File: src/rtl/icache_prefetch_buffer.sv
// ---------------------------------------------------------------------------
// icache_prefetch_buffer
//   Single-entry next-line prefetch buffer between the instruction cache and
//   the memory arbiter. Icache misses are forwarded to the arbiter. After each
//   response the following 32-byte line is fetched into a local buffer, so a
//   later miss to that line is answered without an arbiter round trip.
//   At most one arbiter request is outstanding.
//
// Parameters
//   PREFETCH_EN     1: issue next-line prefetches, 0: registered pass-through
//
// Ports
//   clk             clock, rising edge
//   reset_n         asynchronous active-low reset
//   icache_read     line read request, held with icache_address until resp
//   icache_address  request address, bits [4:0] ignored
//   icache_resp     single-cycle response pulse
//   icache_rdata    line data, zero outside the response cycle
//   arb_read        downstream read, held with arb_address until arb_resp
//   arb_address     line-aligned downstream address, zero when idle
//   arb_resp        downstream completion pulse
//   arb_rdata       downstream line, valid with arb_resp
//   pf_hits         saturating count of requests served from the buffer
// ---------------------------------------------------------------------------
module icache_prefetch_buffer #(
    parameter bit PREFETCH_EN = 1'b1
) (
    input  logic         clk,
    input  logic         reset_n,
    input  logic         icache_read,
    input  logic [31:0]  icache_address,
    output logic         icache_resp,
    output logic [255:0] icache_rdata,
    output logic         arb_read,
    output logic [31:0]  arb_address,
    input  logic         arb_resp,
    input  logic [255:0] arb_rdata,
    output logic [31:0]  pf_hits
);

    typedef enum logic [1:0] {
        S_IDLE     = 2'd0,
        S_DEMAND   = 2'd1,
        S_RESP     = 2'd2,
        S_PREFETCH = 2'd3
    } state_t;

    state_t         r_state;
    logic [255:0]   r_buf_line;
    logic [26:0]    r_buf_tag;
    logic           r_buf_valid;
    logic [26:0]    r_req_tag;
    logic [255:0]   r_out_line;
    logic [31:0]    r_pf_hits;
    logic           r_arb_read;
    logic [31:0]    r_arb_address;
    logic           r_icache_resp;

    logic [26:0]    w_tag;
    logic [26:0]    w_next_tag;
    logic           w_hit;
    logic           w_unused;

    assign w_tag      = icache_address[31:5];
    assign w_next_tag = r_req_tag + 27'd1;
    assign w_hit      = r_buf_valid && (r_buf_tag == w_tag);
    assign w_unused   = ^icache_address[4:0];

    assign icache_resp  = r_icache_resp;
    // out_line keeps its value after RESP; gating keeps the bus zero elsewhere
    assign icache_rdata = r_icache_resp ? r_out_line : 256'd0;
    assign arb_read     = r_arb_read;
    assign arb_address  = r_arb_address;
    assign pf_hits      = r_pf_hits;

    // Outputs are computed together with the next state so that they are
    // flops; the async reset therefore drops arb_read without waiting a clock.
    always_ff @(posedge clk or negedge reset_n) begin
        if (!reset_n) begin
            r_state       <= S_IDLE;
            r_buf_line    <= '0;
            r_buf_tag     <= '0;
            r_buf_valid   <= 1'b0;
            r_req_tag     <= '0;
            r_out_line    <= '0;
            r_pf_hits     <= '0;
            r_arb_read    <= 1'b0;
            r_arb_address <= '0;
            r_icache_resp <= 1'b0;
        end else begin
            case (r_state)
                S_IDLE: begin
                    if (icache_read) begin
                        r_req_tag <= w_tag;
                        if (w_hit) begin
                            r_out_line    <= r_buf_line;
                            r_icache_resp <= 1'b1;
                            if (r_pf_hits != 32'hFFFF_FFFF)
                                r_pf_hits <= r_pf_hits + 32'd1;
                            r_state       <= S_RESP;
                        end else begin
                            r_arb_read    <= 1'b1;
                            r_arb_address <= {w_tag, 5'b0};
                            r_state       <= S_DEMAND;
                        end
                    end
                end
                S_DEMAND: begin
                    if (arb_resp) begin
                        r_out_line    <= arb_rdata;
                        r_arb_read    <= 1'b0;
                        r_arb_address <= '0;
                        r_icache_resp <= 1'b1;
                        r_state       <= S_RESP;
                    end
                end
                S_RESP: begin
                    r_icache_resp <= 1'b0;
                    // The last line of the address space has no successor.
                    if (PREFETCH_EN && (r_req_tag != 27'h7FF_FFFF)) begin
                        r_buf_valid   <= 1'b0;
                        r_buf_tag     <= w_next_tag;
                        r_arb_read    <= 1'b1;
                        r_arb_address <= {w_next_tag, 5'b0};
                        r_state       <= S_PREFETCH;
                    end else begin
                        r_state       <= S_IDLE;
                    end
                end
                S_PREFETCH: begin
                    // Icache requests wait here; the arbiter handshake cannot
                    // be aborted, and IDLE re-evaluates them against the
                    // freshly filled buffer.
                    if (arb_resp) begin
                        r_buf_line    <= arb_rdata;
                        r_buf_valid   <= 1'b1;
                        r_arb_read    <= 1'b0;
                        r_arb_address <= '0;
                        r_state       <= S_IDLE;
                    end
                end
                default: r_state <= S_IDLE;
            endcase
        end
    end

endmodule

File: config.mk
export PLATFORM = sky130hd
export DESIGN_NAME = icache_prefetch_buffer
export DESIGN_NICKNAME = d
export VERILOG_FILES = /design/src/rtl/icache_prefetch_buffer.sv
export SDC_FILE = /design/constraint.sdc
export NUM_CORES = 1
export LEC_CHECK = 0
export ABC_AREA = 1
export BUFFER_PORTS_ARGS = -buffer_cell sky130_fd_sc_hd__buf_2
export CELL_PAD_IN_SITES_DETAIL_PLACEMENT = 1
export CELL_PAD_IN_SITES_GLOBAL_PLACEMENT = 2
export CORE_MARGIN = 2
export CORE_UTILIZATION = 31
export CTS_CLUSTER_SIZE = 30
export DETAILED_ROUTE_END_ITERATION = 16
export PLACE_DENSITY_LB_ADDON = 0.15
export SYNTH_ARGS = -nofsm -noshare
export SYNTH_HDL_FRONTEND = slang
export SYNTH_SLANG_ARGS = --single-unit
File: constraint.sdc
create_clock -name clk -period 2.9 [get_ports clk]
set_input_delay 0.58 -clock clk [delete_from_list [all_inputs] [get_ports clk]]
set_output_delay 0.58 -clock clk [all_outputs]
set_load 0.01 [all_outputs]
## Yosys cells after proc, flatten, opt, wreduce, memory -nomap -nowiden

Cells that the tools add are included.

- $add $sub $neg: 2
- Equal/unequal tests: 13
- Muxes and demuxes: 27
- Reductions and logical operators: 15

Operator list:

| operator | number |
|---|---|
| 256-bit two-way mux | 4 |
| 256-bit case mux with 2 select lines | 1 |
| 32-bit two-way mux | 4 |
| 32-bit case mux with 3 select lines | 1 |
| 32-bit by 1-bit adder with 32-bit output (second input constant) | 1 |
| 32-bit inequality test (second input constant) | 1 |
| 27-bit by 1-bit adder with 27-bit output (second input constant) | 1 |
| 27-bit equality test | 1 |
| 27-bit inequality test (second input constant) | 1 |
| 4-bit AND reduction | 4 |
| 2-bit inequality test (second input constant) | 6 |
| 2-bit two-way mux | 5 |
| 1-bit two-way mux | 8 |
| 2-bit case mux with 4 select lines | 1 |
| 1-bit case mux with 3 select lines | 2 |
| 2-bit AND reduction | 3 |
| 3-bit AND reduction | 2 |
| 2-bit equality test (second input constant) | 2 |
| 2-bit nonzero test | 2 |
| 3-bit nonzero test | 1 |
| 2-bit by 1-bit equality test with 1-bit output (second input constant) | 1 |
| 2-bit logical NOT | 1 |
| 2-bit by 1-bit inequality test with 1-bit output (second input constant) | 1 |
| 1-bit case mux with 2 select lines | 1 |
| other kinds (2) | 2 |

- Register bits: 635
- Input port bits: 292

## Depth between registers and ports, before layout

Gate-level depths: netlist of run 1.

- Word-level depth: 5
- Gate-level depth with buffers: 14
- Mapped depth without buffers: 13

## Worst setup path before layout of run 1

Ideal clock, no wire load.

- Path type: flip-flop to flip-flop
- Start point: register r_state[0]
- End point: register r_arb_address[20], in the netlist arb_address[20]
- Arrival time: 1905 ps
- Data required time: 2783 ps
- Setup slack: 878 ps
- Stages on the path, launching flop included: 14
- Buffers on the path: 3
- Period minus slack after synthesis: 2022 ps
- Cell sequence: dfrtp_1 > inv_1 > ha_1 > clkbuf_1 > inv_1 > or2_2 > o21ai_0 > inv_1 > nand2_1 > inv_1 > buf_2 > buf_2 > nand3_1 > nand2_1

- Longest elaborated chain between the ends: 4
- Elaborated cells between the ends (all ways): 11
- Those cells by class: eq/ne (7); mux (1); reduce/logical (3)

RTL lines:

| what | RTL line | RTL |
|---|---|---|
| start, declared | 48 | `state_t r_state;` |
| start signal, assigned | 80 | `r_state <= S_IDLE;` |
| start signal, assigned | 100 | `r_state <= S_RESP;` |
| start signal, assigned | 104 | `r_state <= S_DEMAND;` |
| 2-bit equality test or 2-bit by 1-bit equality test with 1-bit output (tied branches) | 91 | `case (r_state)` |
| 2-bit OR reduction (no source line) | -- |  |
| 2-bit by 1-bit inequality test with 1-bit output (no source line) | -- |  |
| 4-bit AND reduction (no source line) | -- |  |
| end signal, assigned | 103 | `r_arb_address <= {w_tag, 5'b0};` |
| end signal, assigned | 124 | `r_arb_address <= {w_next_tag, 5'b0};` |
| end, declared | 56 | `logic [31:0] r_arb_address;` |

Several ways; a longest one is shown, not always the timed one.
A chain may end at the register's enable or synchronous reset.

## Worst setup path after layout of run 1

- Start point: register r_icache_resp, in the netlist icache_resp
- End point: output port icache_rdata[177]

- Longest elaborated chain between the ends: 1

RTL lines:

| what | RTL line | RTL |
|---|---|---|
| start, declared | 57 | `logic r_icache_resp;` |
| start signal, assigned | 89 | `r_icache_resp <= 1'b0;` |
| start signal, assigned | 97 | `r_icache_resp <= 1'b1;` |
| start signal, assigned | 113 | `r_icache_resp <= 1'b1;` |
| 256-bit two-way mux | 71 | `assign icache_rdata = r_icache_resp ? r_out_line : 256'd0;` |
| end, declared | 33 | `output logic [255:0] icache_rdata,` |

Every way passes these cells.

==> results.json, run 1 <==
{
  "status": "complete, no violations",
  "fmax_ghz": 0.3706,
  "ys_seq_area_frac": 0.4891,
  "worstSetupEndpointType": "primary output",
  "setup_tns_ns": 0,
  "place.gp.congestion": 0.8614,
  "grt_remaining_overflow": 0,
  "drtPass1Iterations": 5,
  "core_region_area_sq_um": 103300,
  "rr_worst_depth": 9,
  "cts_tree": "built",
  "finClkSkew_ns": 0.01686,
  "antenna_left": 0,
  "postCtsSetupBuffers": 0,
  "finalHoldViolCount": 0,
  "wl_met2_um": 61400,
  "drive_above_1_share": 0.1678,
  "synth.distinct_cells": 30,
  "die-area_sq_um": 106600,
  "dr_wl_met3_um": 5927,
  "whs_endpoint": "r_buf_line[15]",
  "hold_path.class": "input pin to flip-flop",
  "grt_pass1_vias": 30920,
  "row_count": 118,
  "vdd_ir_drop_max_v": 0.0008006,
  "dp_worst_setup_slack_ns": 0.07701,
  "wl_per_cell_um": 19.19,
  "insertion_delay_ns": 0.64,
  "p_per_area_nw_per_um2": 1175,
  "wirelength_um": 123200,
  "tightest_slew_ns": 0.9476,
  "nets": 5267,
  "clk_pin_slew_ns": 0.06,
  "crit_fanout": 39,
  "initial_core_util": 0.3119,
  "cts_made_buffers": 79,
  "synthCells": 4485,
  "path_cells": "buf_4 > nand2_1 > inv_1 > buf_2",
  "path_delay_family": "buffers and inverters",
  "hpwlAfterDp_um": 83880,
  "vias": 30750,
  "dpl-instance-area_sq_um": 36950,
  "crit_path_top_delay_cell": "dfrtp_4",
  "drt_iter0_markers": 1637,
  "dpl.cell_count": 6267,
  "slew_headroom": 0.3683,
  "top_layer": "met5",
  "cts_root_buffer": "clkbuf_16",
  "clock_path_buffers": 3,
  "r2r_slack_ns": 0.27,
  "crit_buf_inv": 3,
  "finalMaxSlewViolations": 0,
  "antenna_found_initial": 45,
  "grt_max_degree": 147,
  "htree_levels": 3,
  "yosysWarnings": 0,
  "required_ns": 2.32,
  "reg2reg_from": "r_state[1]",
  "instances_no_fill": 6422,
  "ys_seq_elements": 630,
  "grt_usage": 0.2282,
  "ios": 614,
  "p_leak_uw": 0.02252,
  "cts.sinks": 630,
  "hp-start": "arb_rdata[15]",
  "drc": 0,
  "netlist_area_sq_um": 32230,
  "worst_setup_path_start_kind": "flip-flop",
  "die_w_um": 326.4,
  "cts-resized-gates": 0,
  "arrival_ns": 2.12,
  "fin_ws_ns": 0.2020,
  "holdPathStages": 3,
  "numPortBuffers": 603,
  "wl_met1_um": 52010,
  "grt_first_pass_wirelength_um": 189400,
  "critPathKind": "flip-flop to primary output",
  "die_h_um": 326.4,
  "maxCapViolCount": 0,
  "design_area_sq_um": 39550,
  "slowest_delay_ns": 0.58,
  "p_total_uw": 46490,
  "post-route-period-util": 0.9303,
  "area_delta_synth_final_pct": 22.70,
  "viasPerCell": 4.788,
  "rsz0062_at_grt": "no",
  "finalSetupViolations": 0,
  "avgSynthCellArea_sq_um": 7.186,
  "r2r-end": "r_out_line[24]",
  "fin_crit_ns": 2.698
}
## synth_stat cells, drive strengths merged
master  number  area share
nand2     1572        0.18
ha           6      0.0023
o21ai      395       0.061
clkbuf     222       0.026
inv        645       0.075
nand3       71       0.011
xnor2       11      0.0030
nor2       301       0.035
buf         72       0.011
o22ai       11      0.0021
nand4      316       0.061
nand3b       8      0.0019
a22oi        1     0.00023
a21oi      191       0.030
o21bai       3     0.00070
nor4         1     0.00019
dfrtp      630        0.49
nor3        12      0.0020
xor2        13      0.0035
or2          3     0.00058
conb         1     0.00012
## report_power, final
part           total (uW)  leakage (uW)  internal [uW]  switching (uW)
logic               21800        0.0137           6930           14900
registers           14800       0.00754          12800            1970
clock network        9870       0.00127           5820            4060
## final cells by class
type                            instances  area [sq um]
Sequential cell                       630         15770
Clock buffer                          121          2379
Multi-Input combinational cell       2920         12920
Timing Repair Buffer                  693          4119
Tap cell                             1380          1727
Fill cell                           13000         63800
Inverter                              645          2431
Antenna cell                           12         30.03
Clock inverter                         21         176.4
## worst min-delay path, stage by stage
cell and delay [ns]:
buf_2 0.09, nor2_1 0.04, a21oi_1 0.10
## cell usage in the layout, fill, tap and decap left out, drive strengths merged, types with 2 or more instances in the layout
master,synthesis,final
o21bai,3,3
nand2,1572,1572
o21ai,395,395
clkinv,0,16
or2,3,3
a21oi,191,191
diode,0,12
clkbuf,222,121
bufinv,0,2
buf,72,692
ha,6,6
conb,1,5
dfrtp,630,630
nor2,301,301
xnor2,11,11
inv,645,647
nand4,316,316
nor3,12,12
nand3b,8,8
nand3,71,71
xor2,13,13
o22ai,11,11
## metal layers
layer | vias up | track usage
li1 | 14980 | -
met1 | 14990 | 0.2812
met2 | 528 | 0.3935
met3 | 205 | 0.05319
met4 | 46 | 0.07250
met5 | - | 0
## per-stage QoR
stage                     utilization  hold slack, ns
after detailed placement       0.3575          0.4553
after floorplan                     -          0.2844
after global placement         0.3575          0.4542
final                          0.3827          0.1979
after global routing           0.3826          0.1690
after CTS                      0.3824          0.1419
## flip-flops by register name (all words and copies together) (netlist names)
name / cells
r_buf_tag: 27
icache_resp: 1
r_req_tag: 27
arb_address: 27
r_buf_valid: 1
r_state: 2
r_out_line: 256
arb_read: 1
r_buf_line: 256
pf_hits: 32
## how the worst max path moves through the flow
| stage | cells past startpoint | start | to | slack (ns) |
|---|---|---|---|---|
| 2_1_floorplan | 13 | r_state[0] | arb_address[20] | 0.88 |
| 3_3_place_gp | 12 | icache_address[31] | r_out_line[157] | 0.11 |
| 3_5_place_dp | 12 | icache_address[31] | r_out_line[90] | 0.08 |
| 4_1_cts | 4 | icache_resp | icache_rdata[177] | 0.1 |
| 5_1_grt | 4 | icache_resp | icache_rdata[120] | 0.03 |
| 6_report | 4 | icache_resp | icache_rdata[177] | 0.20 |
## logic make-up after synthesis
logic type | share of synthesized area
other | 0.0001164
AOI/OAI and AO/OA | 0.09430
adders and majority gates | 0.002329
DFF | 0.4891
xor gates and xnor gates | 0.006522
and+or+nand+nor | 0.2954
buffers and inverters | 0.1122
## repair_timing
action	4_1_cts	5_1_grt
endpoints found under the setup margin	0	0
hold buffers	1	0
endpoints found under the hold margin	28	0
No activity file was read; power rests on OpenSTA's default activity.
==> run 2, diff against run 1 <==
--- a/config.mk
+++ b/config.mk
@@ -9,11 +9,13 @@
 export BUFFER_PORTS_ARGS = -buffer_cell sky130_fd_sc_hd__buf_2
 export CELL_PAD_IN_SITES_DETAIL_PLACEMENT = 1
 export CELL_PAD_IN_SITES_GLOBAL_PLACEMENT = 2
-export CORE_MARGIN = 2
+export CORE_MARGIN = 4
 export CORE_UTILIZATION = 31
 export CTS_CLUSTER_SIZE = 30
 export DETAILED_ROUTE_END_ITERATION = 16
 export PLACE_DENSITY_LB_ADDON = 0.15
+export RECOVER_POWER = 25
+export SETUP_SLACK_MARGIN = 0.02
 export SYNTH_ARGS = -nofsm -noshare
 export SYNTH_HDL_FRONTEND = slang
 export SYNTH_SLANG_ARGS = --single-unit
==> run 2 against run 1 <==
Compared with the run above: the flow now finishes with violations (max-capacitance violations, max-slew violations); sequential share of layout area is 0.12 points lower; utilization is 0.12 points higher; cell count is 0.31% higher; flip-flop and latch count stayed put; final area is 0.30% higher; via count hardly changed; power is 1.0% higher; critical path type unchanged; largest power group unchanged.
==> results.json, run 2 (same netlist as run 1, synthesis figures left out) <==
{
  "dpl-instance-area_sq_um": 37060,
  "cts.sinks": 630,
  "core_region_area_sq_um": 103300,
  "grt_remaining_overflow": 0,
  "arrival_ns": 2.06,
  "finClkSkew_ns": 0.02490,
  "cts-resized-gates": 0,
  "finalMaxSlewViolations": 51,
  "slew_headroom": -0.3708,
  "insertion_delay_ns": 0.65,
  "ios": 614,
  "p_per_area_nw_per_um2": 1184,
  "path_delay_family": "flip-flops",
  "drt_iter0_markers": 1651,
  "viasPerCell": 4.772,
  "worst_setup_path_start_kind": "flip-flop",
  "p_leak_uw": 0.02255,
  "tightest_slew_ns": 2.056,
  "initial_core_util": 0.3119,
  "p_int_uw": 25830,
  "final_common_cell": "nand2_1",
  "drtPass1Iterations": 5,
  "numPortBuffers": 603,
  "path_cells": "buf_12 > nand2_1 > inv_1 > buf_2",
  "clkPwrFrac": 0.215,
  "vdd_ir_drop_max_v": 0.0009254,
  "clock_path_buffers": 3,
  "wl_per_cell_um": 19.32,
  "status": "complete, but fails checks",
  "wirelength_um": 124500,
  "slowest_delay_ns": 0.68,
  "grt_usage": 0.2236,
  "cts_tree": "built",
  "antenna_found_initial": 54,
  "clk_pin_slew_ns": 0.06,
  "swShare": 0.4500,
  "required_ns": 2.32,
  "violations": "max-capacitance violations, max-slew violations",
  "row_count": 118,
  "pwr-share-seq": 0.315,
  "maxCapViolCount": 1,
  "drive_above_1_share": 0.1671,
  "place.gp.congestion": 0.8582,
  "crit_fanout": 56,
  "grt_pass1_vias": 31110,
  "post-route-period-util": 0.9102,
  "drc": 0,
  "vias": 30740,
  "p_sw_uw": 21130,
  "area_delta_synth_final_pct": 23.08,
  "crit_buf_inv": 3,
  "worstSetupEndpointType": "primary output",
  "grt_first_pass_wirelength_um": 188700,
  "cts_made_buffers": 79,
  "cts_root_buffer": "clkbuf_16",
  "die_w_um": 330.4,
  "design_area_sq_um": 39670,
  "hpwlAfterDp_um": 85780,
  "nets": 5276,
  "grt_max_degree": 206,
  "setup_tns_ns": 0,
  "crit_path_top_delay_cell": "dfrtp_4",
  "antenna_left": 0,
  "die_h_um": 330.4,
  "layout_common_cells": "nand2_1, inv_1, dfrtp_1",
  "hold_path.class": "input pin to flip-flop",
  "fin_crit_ns": 2.639,
  "pwr-share-comb": 0.470,
  "rsz0062_at_grt": "no",
  "critPathKind": "flip-flop to primary output",
  "fmax_ghz": 0.3789,
  "finalSetupViolations": 0,
  "die-area_sq_um": 109200,
  "htree_levels": 3,
  "finalHoldViolCount": 0
}
## run 2: area by class of cell
cell class	count	area, sq um
diodes	24	60.06
clock buffers	120	2321
clock inverters	21	296.5
fillers	13070	63680
inverters	645	2431
multi-input cells	2920	12910
flip-flops and latches	630	15770
well taps	1380	1727
repair buffers	702	4151
## run 2: per-stage QoR
stage	hold slack (ns)	utilization	worst slack (ns)	cells	total power (uW)
floorplan	0.2844	-	0.8777	4489	28550
detailed placement	0.4565	0.3586	0.1396	6275	37380
global route	0.1484	0.3835	0.1272	6429	51310
finish	0.1827	0.3838	0.2605	6442	46960
global placement	0.4501	0.3586	0.1594	6275	36890
CTS	0.1279	0.3840	0.02113	6417	47810
## run 2: what timing repair did
item / in CTS / in global routing
endpoints found under the setup margin: 0 / 7
buffers inserted: 0 / 1
endpoints found under the hold margin: 39 / 0
hold buffers: 1 / 0
## run 2: worst paths after layout
kind / startpoint / to / slack, ns / cells past startpoint
hold reg to reg: arb_address[11] / arb_address[11] / 0.46 / 2
setup / recovery: icache_resp / icache_rdata[24] / 0.26 / 4
setup reg to reg: pf_hits[1] / pf_hits[6] / 0.39 / 10
max in group asynchronous: reset_n / r_out_line[76] / 0.35 / 4
hold / removal: arb_rdata[16] / r_buf_line[16] / 0.18 / 3
min in group asynchronous: reset_n / r_out_line[217] / 1.08 / 2
## run 2: worst min-delay path, delay by kind of cell
| kind | cells | cell delay, ns |
|---|---|---|
| buffers and inverters | 1 | 0.09 |
| AND/OR/NAND/NOR | 1 | 0.04 |
| AO/OA/AOI/OAI | 1 | 0.10 |
## run 2: per-layer routing
| metal | vias to the layer above | global-route usage | part of all wire |
|---|---|---|---|
| met5 | - | 0 | 0.0018 |
| met4 | 34 | 0.07166 | 0.033 |
| met3 | 216 | 0.05811 | 0.057 |
| met2 | 540 | 0.3786 | 0.49 |
| met1 | 14920 | 0.2789 | 0.42 |
| li1 | 15030 | - | - |
## run 2: power groups by stage
stage	logic, uW	registers [uW]	clock network [uW]
4_1_cts	22500	14800	10500
3_3_place_gp	22100	14800	0
6_report	22100	14800	10100
3_5_place_dp	22400	14900	0
5_1_grt	25200	15300	10900
2_1_floorplan	14200	14400	0
